--- config.mk ---
export PLATFORM = sky130hd
export DESIGN_NAME = vfd_ramp_clk_gen
export DESIGN_NICKNAME = d
export VERILOG_FILES = /design/src/rtl/vfd_ramp_clk_gen.sv
export SDC_FILE = /design/constraint.sdc
export NUM_CORES = 1
export LEC_CHECK = 0
export ABC_AREA = 1
export BUFFER_PORTS_ARGS = -buffer_cell sky130_fd_sc_hd__clkbuf_2
export CELL_PAD_IN_SITES_DETAIL_PLACEMENT = 0
export CELL_PAD_IN_SITES_GLOBAL_PLACEMENT = 1
export CORE_AREA = 2 2 115 117
export DETAILED_ROUTE_END_ITERATION = 16
export DIE_AREA = 0 0 117 119
export HOLD_SLACK_MARGIN = 0.06
export PLACE_DENSITY_LB_ADDON = 0.1
export SETUP_SLACK_MARGIN = 0.15
export SLEW_MARGIN = 20
export SYNTH_ARGS = -nofsm -noshare
export SYNTH_HDL_FRONTEND = slang
export SYNTH_SLANG_ARGS = --single-unit
--- constraint.sdc ---
create_clock -name clk_in -period 3.8 [get_ports clk_in]
set_input_delay 0.19 -clock clk_in [delete_from_list [all_inputs] [get_ports clk_in]]
set_output_delay 0.19 -clock clk_in [all_outputs]
set_load 0.05 [all_outputs]
--- src/rtl/vfd_ramp_clk_gen.sv ---
// vfd_ramp_clk_gen: run-time programmable step clock for the VFD drive.
// The half-period walks toward a requested target one count at a time, and
// start/stop are only ever honoured at half-period boundaries so the PWM and
// sine-table stage downstream never sees a shortened pulse.
module vfd_ramp_clk_gen #(
  parameter int CNT_W        = 16,
  parameter int RAMP_W       = 16,
  parameter int DEFAULT_HALF = 783
) (
  input  logic              clk_in,
  input  logic              reset,
  input  logic              enable,
  input  logic [CNT_W-1:0]  target_half,
  input  logic              target_valid,
  input  logic [RAMP_W-1:0] ramp_interval,
  output logic              clk_out,
  output logic              tick,
  output logic [CNT_W-1:0]  cur_half,
  output logic              at_target,
  output logic              busy
);

  localparam logic [CNT_W-1:0] DefaultHalf = CNT_W'(DEFAULT_HALF);

  typedef enum logic [1:0] {
    IDLE = 2'd0,
    RUN  = 2'd1,
    STOP = 2'd2
  } state_t;

  state_t             state_q,    state_d;
  logic [CNT_W-1:0]   counter_q,  counter_d;
  logic [RAMP_W-1:0]  ramp_cnt_q, ramp_cnt_d;
  logic               clk_out_q,  clk_out_d;
  logic               tick_q,     tick_d;
  logic [CNT_W-1:0]   cur_half_q, cur_half_d;
  logic [CNT_W-1:0]   tgt_half_q, tgt_half_d;

  logic               toggle;
  logic               on_target;
  logic [RAMP_W:0]    ramp_inc;

  assign on_target = (cur_half_q == tgt_half_q);

  // Register stage: synchronous reset wipes any ramp or stop in progress.
  always_ff @(posedge clk_in) begin
    if (reset) begin
      state_q    <= IDLE;
      counter_q  <= '0;
      ramp_cnt_q <= '0;
      clk_out_q  <= 1'b0;
      tick_q     <= 1'b0;
      cur_half_q <= DefaultHalf;
      tgt_half_q <= DefaultHalf;
    end else begin
      state_q    <= state_d;
      counter_q  <= counter_d;
      ramp_cnt_q <= ramp_cnt_d;
      clk_out_q  <= clk_out_d;
      tick_q     <= tick_d;
      cur_half_q <= cur_half_d;
      tgt_half_q <= tgt_half_d;
    end
  end

  // Next-state logic: half-period counting, edge generation, ramping and start/stop control.
  always_comb begin
    state_d    = state_q;
    counter_d  = counter_q;
    ramp_cnt_d = ramp_cnt_q;
    clk_out_d  = clk_out_q;
    tick_d     = 1'b0;
    cur_half_d = cur_half_q;
    tgt_half_d = target_valid ? target_half : tgt_half_q;
    toggle     = 1'b0;
    ramp_inc   = {1'b0, ramp_cnt_q} + (RAMP_W+1)'(1);

    // The step counter only means something while a ramp is outstanding.
    if (on_target) begin
      ramp_cnt_d = '0;
    end

    case (state_q)
      IDLE: begin
        counter_d = '0;
        clk_out_d = 1'b0;
        if (enable) begin
          state_d = RUN;
        end
      end

      RUN, STOP: begin
        if ((state_q == RUN) && !enable && !clk_out_q) begin
          // Output is already low, so stopping here cannot clip a pulse.
          state_d   = IDLE;
          counter_d = '0;
        end else begin
          // >= rather than == so a freshly shrunk half-period can never be overrun.
          toggle = (counter_q >= cur_half_q);

          if (toggle) begin
            counter_d = '0;
            clk_out_d = ~clk_out_q;
            tick_d    = 1'b1;

            // Ramp steps land on an edge so each half-period is whole.
            if (!on_target) begin
              if (ramp_interval == '0) begin
                cur_half_d = tgt_half_q;
                ramp_cnt_d = '0;
              end else if (ramp_inc >= {1'b0, ramp_interval}) begin
                ramp_cnt_d = '0;
                if (cur_half_q < tgt_half_q) begin
                  cur_half_d = cur_half_q + CNT_W'(1);
                end else begin
                  cur_half_d = cur_half_q - CNT_W'(1);
                end
              end else begin
                ramp_cnt_d = ramp_inc[RAMP_W-1:0];
              end
            end
          end else begin
            counter_d = counter_q + CNT_W'(1);
          end

          // A falling edge while enable is low completes the stop; re-enable
          // resumes without disturbing the half-period in flight.
          if (enable) begin
            state_d = RUN;
          end else if (toggle && clk_out_q) begin
            state_d = IDLE;
          end else begin
            state_d = STOP;
          end
        end
      end

      default: begin
        state_d   = IDLE;
        counter_d = '0;
        clk_out_d = 1'b0;
      end
    endcase
  end

  assign clk_out   = clk_out_q;
  assign tick      = tick_q;
  assign cur_half  = cur_half_q;
  assign at_target = on_target;
  assign busy      = (state_q != IDLE);

endmodule

---- Yosys cells after proc, flatten, opt, wreduce, memory -nomap -nowiden ----
Index checks and enable logic that the tools add are counted.
cells by class
  $lt $le $gt $ge ......................... 3
  add/sub/neg operators ................... 4
  multiplexer cells ....................... 16
  eq/ne operators ......................... 4
  bitwise gates (word level) .............. 4
  reductions and logical operators ........ 15
operators by type and width
  operator                                             count
  2-to-1 mux 16 bit                                    10
  adder 16 x 1 -> 16 bit (second input constant)       2
  adder 16 x 1 -> 17 bit (second input constant)       1
  greater-or-equal comparator 17 x 16 -> 1 bit         1
  == test 16 bit                                       1
  greater-or-equal comparator 16 bit                   1
  logical NOT 16 bit                                   1
  < comparator 16 bit                                  1
  subtractor 16 x 1 -> 16 bit (second input constant)  1
  2-to-1 mux 2 bit                                     4
  AND reduction 5 bit                                  1
  inverter 1 bit                                       4
  one-hot mux 2 bit (2 select lines)                   1
  nonzero test 2 bit                                   2
  OR reduction 2 bit                                   2
  OR reduction 4 bit                                   1
  logical AND 1 bit                                    3
  OR reduction 3 bit                                   1
  == test 2 x 1 -> 1 bit (second input constant)       1
  == test 2 bit (second input constant)                1
  logical NOT 1 bit                                    2
  logical NOT 2 bit                                    1
  != test 2 bit (second input constant)                1
  AND reduction 2 bit                                  1
  2-to-1 mux 1 bit                                     1
word-level totals
  input port bits ......................... 36
  output and inout bits ................... 20
  register bits after elaboration ......... 68
  logic and storage cells ................. 53

---- Logic depth before layout (Yosys ltp) ----
  depth in word-level cells ............... 8
  mapped depth ............................ 26

---- Worst setup path before layout ----
OpenSTA, ideal clock, no wires.
  path kind ............................... register -> register
  start point ............................. register cur_half_q[1], in the netlist cur_half[1]
  end point ............................... register cur_half_q[14], in the netlist cur_half[14]
  path buffers ............................ 0
  stages on the path, launching flop included .. 20
  slack ................................... 0.606 ns
  clock period less this slack ............ 3.194 ns
  arrival ................................. 3.081 ns
  cells stage by stage .................... dfxtp_1 ha_1 nand2_1 nand2_1 nand2_1 nand2_1 nand2_1 nand2_1 nand2_1 nand2_1 ha_1 a21oi_1 nand2_1 a21boi_0 nand3b_1 nand3_1 nand2_1 o21ai_0 nor2_1 nor2_1
on the way
  word-level cells in the longest chain between the ends .. 4
  elaborated cells on any way between the ends .. 10
  classes of those cells .................. add/sub: 2; order compare: 2; eq/ne: 1; mux: 3; bitwise: 1; reduce/logical: 1
RTL lines
  element                                                    RTL line  RTL
  start, declared                                            36        logic [CNT_W-1:0] cur_half_q, cur_half_d;
  start signal, assigned                                     53        cur_half_q <= DefaultHalf;
  start signal, assigned                                     61        cur_half_q <= cur_half_d;
  subtractor 16 x 1 -> 16 bit, or another cell as far along  116       cur_half_d = cur_half_q - CNT_W'(1);
  2-to-1 mux 16 bit                                          113       if (cur_half_q < tgt_half_q) begin
  2-to-1 mux 16 bit                                          111       end else if (ramp_inc >= {1'b0, ramp_interval}) begin
  2-to-1 mux 16 bit                                          108       if (ramp_interval == '0) begin
Parallel ways exist; a longest one is shown, timed or not. The select of a mux whose other input is x is not followed.
A chain may end at the register's enable or synchronous reset.

---- Worst setup path after layout ----
  start point ............................. register cur_half_q[9], in the netlist cur_half[9]
  end point ............................... register cur_half_q[5], in the netlist cur_half[5]
on the way
  word-level cells in the longest chain between the ends .. 4
  elaborated cells on any way between the ends .. 8
  classes of those cells .................. order compare: 2; eq/ne: 1; mux: 3; bitwise: 1; reduce/logical: 1
RTL lines
  element              RTL line
  < comparator 16 bit  113
  2-to-1 mux 16 bit    113
  2-to-1 mux 16 bit    111
  2-to-1 mux 16 bit    108
Parallel ways exist; a longest one is shown, timed or not. The select of a mux whose other input is x is not followed.

==> flow_metrics.env <==
export IMPL_cp_start_kind="flop"
export IMPL_slew_headroom_pct=52.7
export IMPL_maxSlewViolCount=0
export IMPL_rows=42
export IMPL_cts_buffers=9
export IMPL_ir_drop_uv=284
export IMPL_via_per_inst=5.03
export IMPL_final_cells=1040
export IMPL_postSynthCellCount=807
export IMPL_synth_nets=911
export IMPL_die_h_um=119
export IMPL_syn_to_final_growth_pct=15.7
export IMPL_hpwl_um=11200
export IMPL_worst_slack_ns=0.580
export IMPL_clkSinkCount=68
export IMPL_total_power_mw=1.93
export IMPL_critical_path_top_delay_family="compound AO/OA/AOI/OAI gates"
export IMPL_antenna_found_initial=0
export IMPL_start_util_pct=41.4
export IMPL_path_max_fanout=16
export IMPL_critPathArrivalTime_ns=3.45
export IMPL_die_w_um=117
export IMPL_pwr_share_comb_pct=12.1
export IMPL_cts_tree="built"
export IMPL_cts_reportedPaths_clkPinSlew_ns=0.06
export IMPL_async_reset_ff_share_pct=0
export IMPL_grt_pass1_vias=4997
export IMPL_p_sw_mw=0.486
export IMPL_insertion_delay_ns=0.34
export IMPL_cp_required_ns=4.03
export IMPL_cp_depth=15
export IMPL_dr_total_vias=5231
export IMPL_hold_path_class="input port to flop"
export IMPL_setup_viol=0
export IMPL_crit_path_end_kind="flop"
export IMPL_htree_levels=3
export IMPL_drc=0
export IMPL_power_density_nw_per_um2=314
export IMPL_numPortBuffers=55
export IMPL_grt_start_max_net_pins=46
export IMPL_fin_setup_tns_ns=0
export IMPL_r2r_slack_ns=0.58
export IMPL_period_share_pct=84.7
export IMPL_rr_startpoint="cur_half[9]"
export IMPL_synth_flop_cell="dfxtp_1"
export IMPL_seqCellArea_um2=1360
export IMPL_wl_per_cell_um=14.0
export IMPL_pwr_share_clk_pct=49.9
export IMPL_yosysTopAreaCell="dfxtp_1"
export IMPL_place_ws_ns=0.205
export IMPL_grtUsageTotal_pct=22.0
export IMPL_hold_viol=0
export IMPL_syn_avg_cell_area_um2=6.60
export IMPL_drtAntennaViolNets=0
export IMPL_fillers=1335
export IMPL_yosys_warnings=0
export IMPL_cap_violations=0
export IMPL_status="finished clean"
export IMPL_cp_buffers_inverters=0
export IMPL_synth_commonest_cells="178 x nand2_1, 119 x inv_1, 71 x a21oi_1"
export IMPL_seq_power_share_pct=37.9
export IMPL_p_leak_nw=3.16
export IMPL_rsz0062_at_grt="false"
export IMPL_synth_top_cells_by_area="dfxtp_1 26%, ha_1 16%, nand2_1 13%"
export IMPL_path_cells="ha_1 > a21oi_1 > o21ai_0 > a21oi_1 > nand2_4 > ha_1 > a21oi_1 > nand2_1 > nand2_1 > nand3_1 > xor2_1 > o21ai_0 > nand4_1 > nand2_1 > nor2_1"
export IMPL_wirelength_um=14600
export IMPL_core_area_um2=12900
export IMPL_synth_area_um2=5330
export IMPL_firstDrtPassIters=5
export IMPL_fin_crit_ns=3.22
export IMPL_dp_cells=1022
export IMPL_grt_pass1_wl_um=24100
export IMPL_fmax_ghz=0.311
export IMPL_synth_cell_types=36
export IMPL_cp_endpoint="cur_half[5]"
export IMPL_skew_ns=0.00639
export IMPL_cts_root_buffer="clkbuf_16"
export IMPL_ios=56
export IMPL_post_synth_top_count_cell="nand2_1"
export IMPL_drt_initial_drc_count=320
export IMPL_final_nets=964
export IMPL_cts_buffer_depth=2
export IMPL_globalRouteOverflowTotal=0
export IMPL_ys_ff_latch=68
export IMPL_tightest_slew_ns=0.709
export IMPL_antennaDiodeCount=0
export IMPL_r2r_end="cur_half[5]"
export IMPL_dpl_cell_area_um2=5770
export IMPL_post_cts_buffers=0
export IMPL_cp_slowest_stage_delay_ns=0.48
export IMPL_setup_worst_path_class="flop to flop"
export IMPL_gp_congestion=0.835
export IMPL_internal_power_mw=1.45
export IMPL_critPathLaunch="cur_half[9]"
export IMPL_crit_slowest_cell="dfxtp_1"
export IMPL_fin_area_um2=6160
export IMPL_p_sw_share_pct=25.1
export IMPL_whs_path_depth=3
export IMPL_worstRegToRegCells=15
export IMPL_synth_edf_count=0
export IMPL_die_area_um2=13900
export IMPL_synth_top_area_share_pct=25.6
export IMPL_multiInputGateArea_um2=3420
export IMPL_synth_seq_area_share_pct=25.6
export IMPL_drive_gt1_share_pct=11.7
[placed cells by master, fill, tap and decap left out, types with 3 or more instances in the layout]
cell type,n
o21a_1,3
clkbuf_16,9
o21ai_0,55
clkbuf_2,55
nand4_1,35
nand3_1,45
xor2_1,19
xnor2_1,5
ha_1,67
dfxtp_1,67
a21oi_1,71
nor3_1,10
inv_1,119
nor2_1,68
buf_4,7
o21bai_1,3
nor4_1,4
bufinv_16,3
nand2_2,5
inv_2,5
or2_2,3
nand2_1,177
[sequential cells by signal, indices dropped and copies added (netlist names)]
register / count
state_q: 2
ramp_cnt_q: 16
counter_q: 16
cur_half: 16
clk_out: 1
tgt_half_q: 16
tick: 1
[kinds of logic after synthesis]
| logic type | count (synthesis) | share of synthesized area (%) |
|---|---|---|
| AND/OR/NAND/NOR | 360 | 30.1 |
| buffers and inverters | 149 | 10.8 |
| AO/OA/AOI/OAI | 138 | 13.4 |
| adder cells (fa/ha/maj) | 68 | 16.1 |
| flip-flops | 68 | 25.6 |
| XOR/XNOR | 24 | 3.95 |
[layout make-up]
type | count | share of cell area (%)
flip-flops and latches | 68 | 22.1
multi-input cells | 591 | 55.5
clock inverters | 6 | 1.85
repair buffers | 64 | 5.65
well taps | 176 | 3.57
clock buffers | 9 | 3.66
inverters | 126 | 7.68
[power by group through the flow]
| stage | clock (mW) | sequential (mW) | combinational (mW) |
|---|---|---|---|
| 2_1_floorplan | 0 | 0.747 | 0.164 |
| 3_3_place_gp | 0 | 0.749 | 0.227 |
| 3_5_place_dp | 0 | 0.749 | 0.230 |
| 4_1_cts | 0.992 | 0.734 | 0.233 |
| 5_1_grt | 1.02 | 0.735 | 0.272 |
| 6_report | 0.966 | 0.734 | 0.235 |
[worst min-delay path, cell delays in order]
cell	delay, ns
clkbuf_2	0.08
nand2_1	0.04
nand3_1	0.06
[stage by stage]
step	hold WS (ns)	util, %
4_1_cts	0.0687	47.6
3_5_place_dp	0.412	44.8
3_3_place_gp	0.405	44.8
2_1_floorplan	0.312	-
5_1_grt	0.0925	47.9
6_report	0.0752	47.9
[how the worst min path moves through the flow]
stage | startpoint | end | slack (ns)
4_1_cts | target_half[0] | tgt_half_q[0] | 0.07
5_1_grt | target_half[0] | tgt_half_q[0] | 0.09
3_5_place_dp | target_half[3] | tgt_half_q[3] | 0.41
2_1_floorplan | target_half[0] | tgt_half_q[0] | 0.31
3_3_place_gp | target_half[3] | tgt_half_q[3] | 0.41
6_report | target_half[0] | tgt_half_q[0] | 0.08
[timing repair]
| action | in CTS | in global routing |
|---|---|---|
| hold buffers | 2 | 0 |
| hold endpoints to repair | 2 | 0 |
| gates resized for setup | 0 | 6 |
| endpoints found under the setup margin | 0 | 18 |
[metal layers]
layer  up-vias  wire [µm]  share of wire, %  track usage (%)
met2        97       6230                43             33.4
met5         -          0                 0                0
met3         8        617               4.2             4.89
li1       2746          -                 -                -
met4         0         99              0.68             3.31
met1      2380       7640                52             32.5
(Power assumes the default switching activity.)
